File: config.mk
export PLATFORM = sky130hd
export DESIGN_NAME = ita_inp2_buf_flat
export DESIGN_NICKNAME = d
export VERILOG_FILES = /design/src/rtl/ita_inp2_buf_pkg.sv /design/src/rtl/ita_inp2_buf_if.sv /design/src/rtl/ita_inp2_bank.sv /design/src/rtl/ita_inp2_buf.sv /design/src/flat_wrapper.sv
export SDC_FILE = /design/constraint.sdc
export NUM_CORES = 2
export LEC_CHECK = 0
export CAP_MARGIN = 30
export CELL_PAD_IN_SITES_DETAIL_PLACEMENT = 2
export CELL_PAD_IN_SITES_GLOBAL_PLACEMENT = 2
export CORE_AREA = 2 2 407 409
export CTS_CLUSTER_DIAMETER = 200
export CTS_CLUSTER_SIZE = 14
export DETAILED_ROUTE_END_ITERATION = 10
export DIE_AREA = 0 0 409 411
export GPL_ROUTABILITY_DRIVEN = 0
export GPL_TIMING_DRIVEN = 0
export PLACE_DENSITY_LB_ADDON = 0.3
export SKIP_CTS_REPAIR_TIMING = 1
export SLEW_MARGIN = 20
export SYNTH_ARGS = -nofsm -noshare
export SYNTH_HDL_FRONTEND = slang
export SYNTH_SLANG_ARGS = --single-unit
export TNS_END_PERCENT = 1
File: constraint.sdc
create_clock -name clk_i -period 98.5 [get_ports clk_i]
set_input_delay 9.85 -clock clk_i [delete_from_list [all_inputs] [get_ports clk_i]]
set_output_delay 9.85 -clock clk_i [all_outputs]
set_load 0.02 [all_outputs]
File: src/rtl/ita_inp2_buf_pkg.sv
// Shared types and default sizes for the double-buffered PE-array weight operand stage.
package ita_inp2_buf_pkg;

    localparam int unsigned INP2_N  = 64;
    localparam int unsigned INP2_WI = 8;
    localparam int unsigned INP2_RW = 8;

    typedef enum logic {
        INP2_BUF    = 1'b0,
        INP2_BYPASS = 1'b1
    } inp2_mode_e;

    typedef logic [INP2_RW-1:0]                reuse_t;
    typedef logic [INP2_N-1:0][INP2_WI-1:0]    weight_t;

endpackage

File: src/rtl/ita_inp2_buf_if.sv
// Weight-tile handshake and PE-array operand bundle for ita_inp2_buf.
interface ita_inp2_buf_if
    import ita_inp2_buf_pkg::*;
#(
    parameter int unsigned N  = INP2_N,
    parameter int unsigned WI = INP2_WI,
    parameter int unsigned RW = INP2_RW
) ();

    logic                   clear_i;
    inp2_mode_e             mode_i;
    logic                   calc_en_i;
    logic                   weight_valid_i;
    logic                   weight_ready_o;
    logic [N-1:0][WI-1:0]   weight_i;
    logic [RW-1:0]          reuse_i;
    logic [N-1:0][WI-1:0]   inp2_o;
    logic                   inp2_valid_o;
    logic                   tile_done_o;
    logic                   stall_o;

    modport slave (
        input  clear_i, mode_i, calc_en_i, weight_valid_i, weight_i, reuse_i,
        output weight_ready_o, inp2_o, inp2_valid_o, tile_done_o, stall_o
    );

    modport master (
        output clear_i, mode_i, calc_en_i, weight_valid_i, weight_i, reuse_i,
        input  weight_ready_o, inp2_o, inp2_valid_o, tile_done_o, stall_o
    );

endinterface

File: src/rtl/ita_inp2_bank.sv
// Two-entry register file holding {tile, reuse}; async-reset write port, combinational read.
module ita_inp2_bank #(
    parameter int unsigned W = 8
) (
    input  logic         clk_i,
    input  logic         rst_i,
    input  logic         we_i,
    input  logic         waddr_i,
    input  logic [W-1:0] wdata_i,
    input  logic         raddr_i,
    output logic [W-1:0] rdata_o
);

    logic [1:0][W-1:0] mem_q, mem_d;

    always_comb begin
        mem_d = mem_q;
        if (we_i) begin
            mem_d[waddr_i] = wdata_i;
        end
    end

    always_ff @(posedge clk_i or posedge rst_i) begin
        if (rst_i) begin
            mem_q <= '0;
        end else begin
            mem_q <= mem_d;
        end
    end

    assign rdata_o = mem_q[raddr_i];

endmodule

File: src/rtl/ita_inp2_buf.sv
// Double-buffered weight operand stage: prefetches tile k+1 while tile k is reused
// for a per-tile number of calc cycles; bypass mode is a plain calc_en-gated pass-through.
module ita_inp2_buf
    import ita_inp2_buf_pkg::*;
#(
    parameter int unsigned N  = INP2_N,
    parameter int unsigned WI = INP2_WI,
    parameter int unsigned RW = INP2_RW
) (
    input  logic               clk_i,
    input  logic               rst_i,
    ita_inp2_buf_if.slave      bus
);

    localparam int unsigned TW = N * WI;
    localparam int unsigned EW = TW + RW;

    logic [1:0]    count_q,   count_d;
    logic          wr_ptr_q,  wr_ptr_d;
    logic          rd_ptr_q,  rd_ptr_d;
    logic [RW-1:0] use_cnt_q, use_cnt_d;
    inp2_mode_e    mode_q,    mode_d;

    logic [EW-1:0] rd_data;
    logic [TW-1:0] rd_tile;
    logic [RW-1:0] rd_reuse;
    logic [RW-1:0] eff_reuse;
    logic          bypass, avail, use_tile, last_use, push, pop, ready, bank_we;

    ita_inp2_bank #(.W(EW)) u_bank (
        .clk_i   (clk_i),
        .rst_i   (rst_i),
        .we_i    (bank_we),
        .waddr_i (wr_ptr_q),
        .wdata_i ({bus.weight_i, bus.reuse_i}),
        .raddr_i (rd_ptr_q),
        .rdata_o (rd_data)
    );

    // Handshake and consumption decode; a stored reuse of 0 still means one cycle of use.
    always_comb begin
        bypass    = (bus.mode_i == INP2_BYPASS);
        avail     = (count_q != 2'd0);
        {rd_tile, rd_reuse} = rd_data;
        eff_reuse = (rd_reuse == '0) ? RW'(1) : rd_reuse;
        use_tile  = bus.calc_en_i & avail & !bypass;
        last_use  = (use_cnt_q == (eff_reuse - RW'(1)));
        pop       = use_tile & last_use;
        ready     = bypass ? bus.calc_en_i : ((count_q != 2'd2) & !bus.clear_i);
        push      = bus.weight_valid_i & ready & !bypass;
        bank_we   = push & !bus.clear_i;
    end

    // Outputs are forced low while reset is asserted, including the bypass path.
    always_comb begin
        bus.weight_ready_o = !rst_i & ready;
        bus.tile_done_o    = !rst_i & pop;
        bus.stall_o        = !rst_i & !bypass & bus.calc_en_i & !avail;
        if (rst_i) begin
            bus.inp2_o       = '0;
            bus.inp2_valid_o = 1'b0;
        end else if (bypass) begin
            bus.inp2_o       = bus.calc_en_i ? bus.weight_i : '0;
            bus.inp2_valid_o = bus.calc_en_i & bus.weight_valid_i;
        end else begin
            bus.inp2_o       = use_tile ? rd_tile : '0;
            bus.inp2_valid_o = use_tile;
        end
    end

    always_comb begin
        count_d   = count_q;
        wr_ptr_d  = wr_ptr_q;
        rd_ptr_d  = rd_ptr_q;
        use_cnt_d = use_cnt_q;
        mode_d    = bus.mode_i;
        if (bus.clear_i) begin
            count_d   = 2'd0;
            wr_ptr_d  = 1'b0;
            rd_ptr_d  = 1'b0;
            use_cnt_d = '0;
        end else begin
            if (push) begin
                wr_ptr_d = ~wr_ptr_q;
            end
            if (pop) begin
                rd_ptr_d  = ~rd_ptr_q;
                use_cnt_d = '0;
            end else if (use_tile) begin
                use_cnt_d = use_cnt_q + RW'(1);
            end
            case ({push, pop})
                2'b10:   count_d = count_q + 2'd1;
                2'b01:   count_d = count_q - 2'd1;
                default: count_d = count_q;
            endcase
        end
    end

    always_ff @(posedge clk_i or posedge rst_i) begin
        if (rst_i) begin
            count_q   <= 2'd0;
            wr_ptr_q  <= 1'b0;
            rd_ptr_q  <= 1'b0;
            use_cnt_q <= '0;
            mode_q    <= INP2_BUF;
        end else begin
            count_q   <= count_d;
            wr_ptr_q  <= wr_ptr_d;
            rd_ptr_q  <= rd_ptr_d;
            use_cnt_q <= use_cnt_d;
            mode_q    <= mode_d;
        end
    end

    // Switching mode with tiles still buffered leaves the banks in an undefined role.
    mode_change_empty: assert property (@(posedge clk_i) disable iff (rst_i)
        (bus.mode_i != mode_q) |-> (count_q == 2'd0))
        else $error("ita_inp2_buf: mode_i changed while tiles are buffered");

endmodule

File: src/flat_wrapper.sv
// flat-port wrapper written by rule: the top's interface ports become plain ports
module ita_inp2_buf_flat import ita_inp2_buf_pkg::*;
#(
    parameter int unsigned N  = INP2_N,
    parameter int unsigned WI = INP2_WI,
    parameter int unsigned RW = INP2_RW
)
  (clk_i, rst_i, bus_clear_i, bus_mode_i, bus_calc_en_i, bus_weight_valid_i, bus_weight_i, bus_reuse_i, bus_weight_ready_o, bus_inp2_o, bus_inp2_valid_o, bus_tile_done_o, bus_stall_o);
  ita_inp2_buf_if #(.N(N), .WI(WI), .RW(RW)) bus_i ();
  input  logic clk_i;
  input  logic rst_i;
  input wire logic [$bits(bus_i.clear_i)-1:0] bus_clear_i;
  input wire logic [$bits(bus_i.mode_i)-1:0] bus_mode_i;
  input wire logic [$bits(bus_i.calc_en_i)-1:0] bus_calc_en_i;
  input wire logic [$bits(bus_i.weight_valid_i)-1:0] bus_weight_valid_i;
  input wire logic [$bits(bus_i.weight_i)-1:0] bus_weight_i;
  input wire logic [$bits(bus_i.reuse_i)-1:0] bus_reuse_i;
  output wire logic [$bits(bus_i.weight_ready_o)-1:0] bus_weight_ready_o;
  output wire logic [$bits(bus_i.inp2_o)-1:0] bus_inp2_o;
  output wire logic [$bits(bus_i.inp2_valid_o)-1:0] bus_inp2_valid_o;
  output wire logic [$bits(bus_i.tile_done_o)-1:0] bus_tile_done_o;
  output wire logic [$bits(bus_i.stall_o)-1:0] bus_stall_o;
  assign bus_i.clear_i = bus_clear_i;
  assign bus_i.mode_i = bus_mode_i;
  assign bus_i.calc_en_i = bus_calc_en_i;
  assign bus_i.weight_valid_i = bus_weight_valid_i;
  assign bus_i.weight_i = bus_weight_i;
  assign bus_i.reuse_i = bus_reuse_i;
  assign bus_weight_ready_o = bus_i.weight_ready_o;
  assign bus_inp2_o = bus_i.inp2_o;
  assign bus_inp2_valid_o = bus_i.inp2_valid_o;
  assign bus_tile_done_o = bus_i.tile_done_o;
  assign bus_stall_o = bus_i.stall_o;
  ita_inp2_buf #(.N(N), .WI(WI), .RW(RW)) u_core (.clk_i(clk_i), .rst_i(rst_i), .bus(bus_i));
endmodule
# After elaboration in Yosys (flattened, before gate mapping)
# Cells that the tools add are included.
# word_totals
regBits,1052
inputBits,526
output_inout_bits,516
word_cells,65
# classes
add_sub_neg,4
n_lt_le_gt_ge,3
n_eq_ne,4
mux,22
n_bitwise,15
reduce_logical,11
# op_table
op,count
2-to-1 mux 512 bit,4
2-to-1 mux 520 bit,3
bitwise mux 1040 bit,1
demux 520 bit (select 1 bit),1
2-to-1 mux 8 bit,4
AND 1 bit,13
adder 8 x 1 -> 8 bit (second input constant),1
== test 8 bit,1
logical NOT 8 bit,1
subtractor 8 x 1 -> 8 bit (second input constant),1
2-to-1 mux 1 bit,7
nonzero test 2 bit,3
nonzero test 3 bit,2
logical NOT 1 bit,4
< comparator 1 x 2 -> 1 bit (second input constant),2
case mux 2 bit (2 select lines),1
adder 2 x 1 -> 2 bit (second input constant),1
== test 2 x 1 -> 1 bit (second input constant),1
== test 2 bit (second input constant),1
2-to-1 mux 2 bit,1
inequality test 2 bit (second input constant),1
NOT 1 bit,2
subtractor 2 x 1 -> 2 bit (second input constant),1
>= comparator 1 bit (second input constant),1
logical AND 1 bit,1

# Logic depth before layout (Yosys ltp)
# logic_depth
ltp_word,10
ltp_mapped,12

# By module
# From an unflattened synthesis, not the netlist that was laid out.
# unflattened
cells_unflattened,4099
hier_area_um2,52389.0
# by_module_without_submodules
module,n_inst,cells_each,area_each_um2,seq_area_each_um2
ita_inp2_bank,1,2776,44920.6,26025.0
ita_inp2_buf,1,1323,7468.4,300.3

# Worst setup path after synthesis
# No wires, ideal clock.
# synth_path
path_type,input -> output
start,input bus_mode_i
end,output bus_inp2_o[382]
t_arrival_ns,11.470
required_ns,88.650
setup_slack_ns,77.180
path_stages,7
path_buffers,3
cell_sequence,nand2b_1 > nor2_1 > clkbuf_1 > clkbuf_1 > clkbuf_1 > a22oi_1 > nor2_1
# synth_between
elab_chain_cells,5
# synth_lines
element,line_no,rtl
start: declaration,flat_wrapper.sv:13,input wire logic [$bits(bus_i.mode_i)-1:0] bus_mode_i;
logical NOT 1 bit,ita_inp2_buf.sv:46,use_tile = bus.calc_en_i & avail & !bypass;
AND 1 bit,ita_inp2_buf.sv:46,
2-to-1 mux 512 bit,ita_inp2_buf.sv:66,bus.inp2_o = use_tile ? rd_tile : '0;
2-to-1 mux 512 bit *,ita_inp2_buf.sv:62,end else if (bypass) begin
2-to-1 mux 512 bit *,ita_inp2_buf.sv:59,if (rst_i) begin
end: declaration,flat_wrapper.sv:19,output wire logic [$bits(bus_i.inp2_o)-1:0] bus_inp2_o;
# Every way passes the cells marked *; elsewhere a longest branch is shown, timed or not.

# Final worst setup path
# layout_path
start,input bus_mode_i
end,output bus_inp2_o[422]
# Same word-level chain as after synthesis.

==> impl_metrics.yaml <==
place:
  dp_hpwl_mm: 157
  portBuffers: 1039
  cell_count_after_placement: 7359
  preCtsSetupSlack_ps: 74670
synthesis:
  synthMuxAreaShare_pct: 34.0
  ys_top_cells_by_area: "dfrtp_1 (51%), mux2_2 (34%), a22oi_1 (7.4%)"
  synth.ff_latch_count: 1052
  yosys_most_used_dff: "dfrtp_1"
  async_reset_ff_share_pct: 100
  synth_fp_nets: 4630
  yosysWarnings: 0
  synth_top_area_share_pct: 50.8
  post-synth-top-count-cell: "mux2_2"
  synth_enable_flop_cells: 0
  syn_avg_cell_area_sq_um: 12.6
  post_synth_num_cell_types: 48
  synth-adder-area-share_pct: 0.0483
  dominant_combinational_cell_family_by_area_after_synthesis: "multiplexers"
  synthCells: 4102
  synth-compound-area-share_pct: 7.72
  syn_area_sq_um: 51800
  yosys.area_share.simple_pct: 4.44
  netlist.top_cell.by_area: "dfrtp_1"
  post_synth_xor_area_fraction_pct: 0.355
  sequential_fraction_of_the_synthesis_area_pct: 50.8
  ys_top_cells_by_count: "mux2_2 (1,554), dfrtp_1 (1,052), nor2_1 (535), a22oi_1 (512), clkbuf_1 (302)"
hold_path:
  min-delay-path-class: "reg2reg"
  hold_start: "u_core.u_bank.mem_q[748]$_DFFE_PP0P_"
global_route:
  antenna_found_initial: 77
  grt_pass1_wl_mm: 303
  grt.overflow.total: 0
  grt.total_usage_pct: 24.0
  first_global_vias: 44009
  grt_max_degree: 104
critical_path:
  timing.critical_path.cells: "clkdlybuf4s50_1, nand2b_1, nor2_1, buf_4, clkbuf_1, clkbuf_1, buf_6, clkbuf_1, a22oi_1, nor2_1, clkdlybuf4s50_1"
  cp-startpoint: "bus_mode_i"
  crit_type: "in2out"
  critPathCaptureType: "primary output"
  most_frequent_cp_cell: "clkbuf_1"
  crit_path_top_delay_cell: "clkdlybuf4s50_1"
  critPathRequiredTime_ps: 88650
  cp.buffers_inverters: 7
  critical_path.top_delay_family: "buffers and inverters"
  regToRegStartpoint: "u_core.rd_ptr_q$_DFFE_PP0P_"
  crit_path_dat_ps: 13870
  worst_setup_path_start_kind: "primary input"
  worst_path_max_fanout: 10
  cpPeakStageDelay_ps: 660
timing:
  slack_of_the_critical_path_ps: 74780
  worst_clock_skew_ps: 37.0
  rsz0062_at_grt: "no"
  report.final.hold_viol_count: 0
  finalCriticalPeriod_ps: 23720
  clock.fmax_mhz: 42.2
  timing.final.crit_share_pct: 24.1
  max_slew.worst_pin.slew_ps: 966
  final_max_slew_viol_count: 0
  timing.setup.tns_ps: 0
  worst_slew_margin_rel_pct: 35.6
  finalSetupViolCount: 0
die:
  dieHeight_um: 411
  die_area_sq_um: 168000
  num_io_pins: 1042
  initial_utilization_pct: 31.6
  fp.coreArea_sq_um: 164000
  chipWidth_um: 409
  core_rows: 149
detailed_routing:
  first_pass_iters: 6
  route.final.wire_length_mm: 207
  via_count: 39086
  remaining_number_of_nets_flagged_by_the_antenna_check_after_routing: 0
  post_drt_via_cell_ratio: 5.22
  post_drt_wl_per_cell_um: 27.6
  drt-initial-drc-count: 1791
  post-route-drc-count: 0
run:
  maxCapViolCount: 0
power_and_ir_drop:
  p_leak_uw: 0.0274
  vdd_ir_drop_max_mv: 0.0132
  power.density_nw_per_um2: 21.9
finish:
  fin_nets: 5788
  area_growth_syn_to_layout_pct: 31.1
  final_layout_size_suffix_gt1_share_pct: 32.8
  final_util_pct: 41.5
  final_non_filler_cell_total: 7490
  count_of_fill_cells_added_during_filler_insertion: 16662
clocking:
  clock_buffers_created_by_tritoncts: 85
  cts_max_path_buffers: 3
  clock_tree_from_tritoncts: "built"
  register_clock_pin_slew_on_the_reported_worst_setup_and_hold_paths_ps: 60
  cts.htree.levels: 3
  clk_latency_ps: 720
  count_of_clock_tree_sinks: 1052
  clock-root-buffer: "clkbuf_16"
status:
  run_status: "finished clean"
[metrics by stage]
step	hold WS, ps	power (uW)	cell area [sq um]
floorplan	474	1010	51800
detailed placement	488	1170	65500
global route	515	1570	67900
finish	501	1480	67900
CTS	506	1500	67800
global placement	481	1130	65000
[cells by family after synthesis]
| family | after synthesis |
|---|---|
| compound gates | 532 |
| fa+ha+maj | 2 |
| xor+xnor | 21 |
| flops | 1052 |
| mux | 1564 |
| simple gates | 580 |
| buf+inv | 351 |
[layer usage]
metal  vias up  global-route usage, %  share of wire, %
li1      17185                      -                 -
met1     20643                   28.8                41
met2       868                   41.6                50
met3       330                   5.81               5.3
met4        60                   8.82               3.8
met5         -                      0              0.19
[worst register-to-register path: cells and delay by family (launching register included)]
kind	cells	cell delay, ps
muxes	1	240
and+or+nand+nor	3	920
AOI/OAI and AO/OA	2	460
DFF	1	440
buffers and inverters	4	1970
xor gates and xnor gates	1	200
adders and majority gates	1	260
[report_power, final]
part           internal (uW)  switching [uW]
Clock                    158             167
Sequential               621            94.9
Combinational            266             178
[sequential cells by signal, indices dropped and copies added (netlist names)]
signal / flops
u_core.use_cnt_q: 8
u_core.wr_ptr_q: 1
u_core.rd_ptr_q: 1
u_core.u_bank.mem_q: 1040
u_core.count_q: 2
[final cells by class]
cell class / count / area (sq um) / area share, %
clock buffer: 87 / 2180 / 3.20
multi-input combinational: 2699 / 24100 / 35.5
buffer: 349 / 1370 / 2.01
inverter: 2 / 15.0 / 0.0221
clock inverter: 6 / 111 / 0.164
sequential: 1052 / 26300 / 38.8
timing repair buffer: 1071 / 11000 / 16.2
tap: 2189 / 2740 / 4.03
antenna: 35 / 87.6 / 0.129
[cell usage in the layout, fill, tap and decap left out, drive strengths merged, types with 2 or more instances in the layout]
master,n
a21oi,4
a22oi,512
a31oi,2
a32oi,2
and3,2
buf,79
clkbuf,389
clkdlybuf4s50,1039
clkinv,3
dfrtp,1052
diode,35
ha,2
inv,5
mux2,1555
mux2i,8
nand2,4
nand3,3
nand3b,2
nand4,5
nor2,535
nor2b,7
nor3,4
nor3b,4
o21ai,3
or3,4
or3b,2
xnor2,8
xor2,13
[path summary, 6_finish.rpt]
check | cells past startpoint | slack, ps | to
setup / recovery | 11 | 74780 | bus_inp2_o[422]
hold / removal | 1 | 500 | u_core.u_bank.mem_q[748]$_DFFE_PP0P_
setup reg to reg | 12 | 93890 | u_core.use_cnt_q[7]$_DFFE_PP0P_
hold reg to reg | 1 | 500 | u_core.u_bank.mem_q[748]$_DFFE_PP0P_
max in group asynchronous | 7 | 86390 | u_core.u_bank.mem_q[286]$_DFFE_PP0P_
min in group asynchronous | 4 | 10280 | u_core.u_bank.mem_q[513]$_DFFE_PP0P_
No activity file was read; power rests on OpenSTA's default activity.
